[src/rtl/gray_counter_param.sv]
// Parametrised up/down counter with a registered binary count and its Gray code.
// Gray is derived from the next binary value, so both outputs update on the same edge.
module gray_counter_param #(
    parameter int unsigned WIDTH    = 4,
    parameter bit          SATURATE = 1'b0
) (
    input  logic             clk,
    input  logic             rst,
    input  logic             en,
    input  logic             up,
    input  logic             load,
    input  logic [WIDTH-1:0] load_val,
    output logic [WIDTH-1:0] bin,
    output logic [WIDTH-1:0] gray,
    output logic             tc
);

    localparam logic [WIDTH-1:0] MAX = '1;

    logic [WIDTH-1:0] bin_q,  bin_d;
    logic [WIDTH-1:0] gray_q, gray_d;
    logic             tc_q,   tc_d;

    always_comb begin
        bin_d = bin_q;
        tc_d  = 1'b0;
        if (load) begin
            bin_d = load_val;
        end else if (en) begin
            if (up) begin
                if (bin_q == MAX) begin
                    tc_d  = 1'b1;
                    bin_d = SATURATE ? bin_q : '0;
                end else begin
                    bin_d = bin_q + 1'b1;
                end
            end else begin
                if (bin_q == '0) begin
                    tc_d  = 1'b1;
                    bin_d = SATURATE ? bin_q : MAX;
                end else begin
                    bin_d = bin_q - 1'b1;
                end
            end
        end
        // Encode the value about to be registered so gray never lags bin.
        gray_d = bin_d ^ (bin_d >> 1);
    end

    always_ff @(posedge clk) begin
        if (rst) begin
            bin_q  <= '0;
            gray_q <= '0;
            tc_q   <= 1'b0;
        end else begin
            bin_q  <= bin_d;
            gray_q <= gray_d;
            tc_q   <= tc_d;
        end
    end

    assign bin  = bin_q;
    assign gray = gray_q;
    assign tc   = tc_q;

endmodule

[config.mk]
export PLATFORM = sky130hd
export DESIGN_NAME = gray_counter_param
export DESIGN_NICKNAME = d
export VERILOG_FILES = /design/src/rtl/gray_counter_param.sv
export SDC_FILE = /design/constraint.sdc
export NUM_CORES = 1
export LEC_CHECK = 0
export CAP_MARGIN = 10
export CORE_MARGIN = 1.5
export CORE_UTILIZATION = 30
export CTS_CLUSTER_SIZE = 28
export DETAILED_ROUTE_END_ITERATION = 16
export DONT_BUFFER_PORTS = 1
export GPL_ROUTABILITY_DRIVEN = 0
export GPL_TIMING_DRIVEN = 0
export SLEW_MARGIN = 10
export SYNTH_ARGS = -nofsm -noshare
export SYNTH_HDL_FRONTEND = slang
export SYNTH_SLANG_ARGS = --single-unit
export TNS_END_PERCENT = 5
[constraint.sdc]
create_clock -name clk -period 1.82 [get_ports clk]
set_clock_uncertainty 0.2 [all_clocks]
set_input_delay 0 -clock clk [delete_from_list [all_inputs] [get_ports clk]]
set_output_delay 0 -clock clk [all_outputs]
set_load 0.1 [all_outputs]
==> results by group <==
Global route
  – Grt ovf: 0
  – Largest net degree at the start of global routing: 11
  – Via count of the first global-routing pass: approximately 400
  – First-pass GRT wire length: ~1800 um
  – Initial antenna violation count: 0
  – Total global-route track usage: 0.131

Route
  – Iteration-0 DRC Markers: 3
  – Number of remaining DRC errors: 0
  – Average routed wire per standard cell: 13.5 um
  – Detail Route Antenna Nets: 0
  – Wirelength, routed: about 1100 um
  – Detailed Routing Iterations Pass 1: 4
  – Routed via count: 448
  – Vias/cell: 5.46

STA
  – Worst slew pin tran: 0.934 ns
  – Final period demand of the worst path: 2.09 ns
  – Total negative slack: -0.761 ns
  – Worst Slack Setup Final: -0.270 ns
  – Setup-failing EPs final: 6
  – Final hold violation count: 8
  – Maximum operating frequency: around 480 MHz
  – Final critical-path share of the clock period: 1.15
  – Final hold slack: -0.195 ns
  – Pins over their slew limit: 0
  – RSZ-0062 raised after global routing: true
  – Worst slew slack as a fraction of its limit: 0.377

Final layout
  – Share of post-route cells with drive strength above 1: 0.303
  – Final Core Density: 0.421
  – Post-route cell area: 634 um^2
  – Layout overhead on the synthesized area: 30.7%
  – Antenna diode count: 0
  – Fin nets: 79

Critical path
  – Worst setup path startpoint: bin[0]$_SDFF_PP0_
  – Register-to-register path setup slack: -0.27 ns
  – Master of the slowest instance on the critical path: sky130_fd_sc_hd__dfxtp_4
  – Type of element capturing the critical path: register
  – End point of the critical path: gray[2]$_SDFF_PP0_
  – Worst endpoint data arrival time: 2.03 ns
  – Worst r2r dst: gray[2]$_SDFF_PP0_
  – Critical Path, Cell by Cell: inv_4, ha_4, mux2_4, a211o_1, nand3_2, nor2_1, mux2_2
  – Critical register-to-register path startpoint: bin[0]$_SDFF_PP0_
  – Count of cells along the worst register-to-register path: 7
  – Largest delay share family, worst path: flip-flops
  – Maximum fanout along the worst path: 8
  – Worst Setup Path Type: reg -> reg
  – Delay of the slowest critical-path stage: between 0.5 and 0.6 ns
  – Worst Setup Start Kind: register
  – Count of cell instances traversed by the critical path: 7
  – Required time at the worst-slack endpoint: 1.76 ns
  – Buffer and inverter count on the worst path: 1

Synth
  – Number of register bits inferred by synthesis: 8
  – Flip-flop cell with the highest count after synthesis: sky130_fd_sc_hd__dfxtp_1
  – EDFF count, synth: 0
  – Yosys top cell by area: sky130_fd_sc_hd__dfxtp_1
  – Synth top area share: 0.330
  – Post-synth ARST share: 0
  – Synthesized netlist net count: between 60 and 70
  – Mapped Avg Cell Area: 8.37 um^2
  – Part of the Yosys area used for sequential elements: 0.330
  – Synth warn: 0
  – Syn Inst Count: 58
  – Synthesized cell area: 485 um^2
  – Leading cell types by total area after synthesis: sky130_fd_sc_hd__dfxtp_1 (33%), sky130_fd_sc_hd__nor2_1 (7.0%), sky130_fd_sc_hd__ha_1 (5.2%)
  – Yosys cell types: 29

Worst hold path
  – Hold/Removal Path Class: in -> reg

Power and ir drop
  – Pwr dens: 955 nW/um^2
  – Maximum resistive drop on vdd: approximately 380 uV
  – Leakage: 0.245 nW

Clock tree
  – CTS Hold Buffers Added: 5
  – Sink count of the clock tree: 8
  – Source-to-sink clock delay at the later pin of the worst-skew pair: 0.25 ns
  – CTS tree: built
  – Clock-pin transition on the worst setup and hold timing paths: 0.05 ns
  – Maximum level of the CTS H-tree: 1
  – Maximum buffer depth of the clock tree: 2
  – Clk Tree Root Cell: sky130_fd_sc_hd__clkbuf_4
  – Total clock buffers created by CTS: 3

Die
  – Die width: 43.2 um
  – CORE AREA: between 1500 and 2000 um^2
  – Starting density of the core: 0.322
  – Die height: between 40 and 50 um
  – Number of I/O pins: 18
  – Die area: approximately 1900 um^2
  – Row count: 14

Place
  – Total half-perimeter wirelength after legalization and detailed placement: 785 um
  – Placed standard-cell area: approximately 540 um^2
  – PortBufs: 0

Run
  – Number of max-cap violations: 0

Status
  – Failing checks: negative hold slack, negative setup slack
  – Result of the run: finished, violations left
==> cell families (layout without fill, tap and decap cells) <==
group / Yosys count / after routing / synth area share
flops: 8 / 8 / 0.330
buf+inv: 8 / 16 / 0.0876
compound gates: 14 / 14 / 0.191
simple gates: 19 / 19 / 0.191
fa+ha+maj: 2 / 2 / 0.0515
xor+xnor: 3 / 3 / 0.0541
mux: 4 / 4 / 0.0954
==> synthesized netlist by cell type (2+ instances only) <==
master,count
sky130_fd_sc_hd__a31oi_1,3
sky130_fd_sc_hd__nor3_1,2
sky130_fd_sc_hd__o21ai_0,2
sky130_fd_sc_hd__mux2i_1,2
sky130_fd_sc_hd__ha_1,2
sky130_fd_sc_hd__nand2b_1,2
sky130_fd_sc_hd__dfxtp_1,8
sky130_fd_sc_hd__inv_2,2
sky130_fd_sc_hd__xor2_1,2
sky130_fd_sc_hd__inv_1,2
sky130_fd_sc_hd__nand3_1,2
sky130_fd_sc_hd__a21oi_1,4
sky130_fd_sc_hd__nor2_1,9
==> metrics by stage <==
stage | total power [W] | setup WS [ns] | hold WS, ns | instances
finish | 0.000606 | -0.270 | -0.195 | 82
CTS | 0.000608 | -0.267 | -0.193 | 82
global route | 0.000640 | -0.342 | -0.176 | 82
floorplan | 0.000435 | -0.171 | -0.0122 | 58
global placement | 0.000453 | -0.244 | 0.00859 | 74
detailed placement | 0.000455 | -0.276 | 0.00462 | 74
==> placed cells by master (no fill, tap or decap), drive strengths merged, types with 2 or more instances in the layout <==
cell type | Yosys | routed
a21oi | 4 | 4
clkbuf | 1 | 4
mux2 | 2 | 2
mux2i | 2 | 2
inv | 4 | 4
ha | 2 | 2
a31oi | 3 | 3
nor3 | 2 | 2
xor2 | 2 | 2
buf | 3 | 3
o21ai | 2 | 2
dlygate4sd3 | 0 | 5
nor2 | 9 | 9
nand2b | 2 | 2
dfxtp | 8 | 8
nand3 | 2 | 2
==> final cells by class <==
type                            count  area, um^2
Buffer                              4        27.5
Inverter                            4        20.0
Sequential cell                     8         173
Fill cell                         151         872
Clock buffer                        3        22.5
Tap cell                           16        20.0
Multi-Input combinational cell     42         322
Timing Repair Buffer                5        50.0
==> report_power, final <==
| group | internal [W] | switching, W |
|---|---|---|
| sequential | 0.000193 | 0.000144 |
| clock | 0.0000755 | 0.0000610 |
| combinational | 0.0000621 | 0.0000702 |
==> worst min path at each step <==
stage	startpoint	end	slack, ns	cells after the start
floorplan	en	tc$_SDFF_PP0_	-0.01	2
global placement	en	tc$_SDFF_PP0_	0.009	2
detailed placement	en	tc$_SDFF_PP0_	0.005	2
CTS	rst	bin[0]$_SDFF_PP0_	-0.19	2
global route	rst	bin[0]$_SDFF_PP0_	-0.18	2
finish	rst	bin[0]$_SDFF_PP0_	-0.20	2
==> metal layers <==
layer  vias up  track usage  wire, um
met5         -            0         0
met3         0       0.0638        63
met1       212        0.149       467
li1        220            -         -
met2        16        0.224       577
met4         0       0.0182         0
==> what timing repair did <==
item                                    4_1_cts  5_1_grt
buffers inserted                              0        0
gates resized for setup                       5        0
endpoints found under the setup margin        7        8
endpoints found under the hold margin         8        8
cloned                                        0        0
pin swaps                                     0        3
==> sequential cells by signal, indices dropped and copies added (netlist names) <==
| name | cells |
|---|---|
| gray | 3 |
| tc | 1 |
| bin | 4 |
Note: power is estimated with default switching activity, not from simulation.
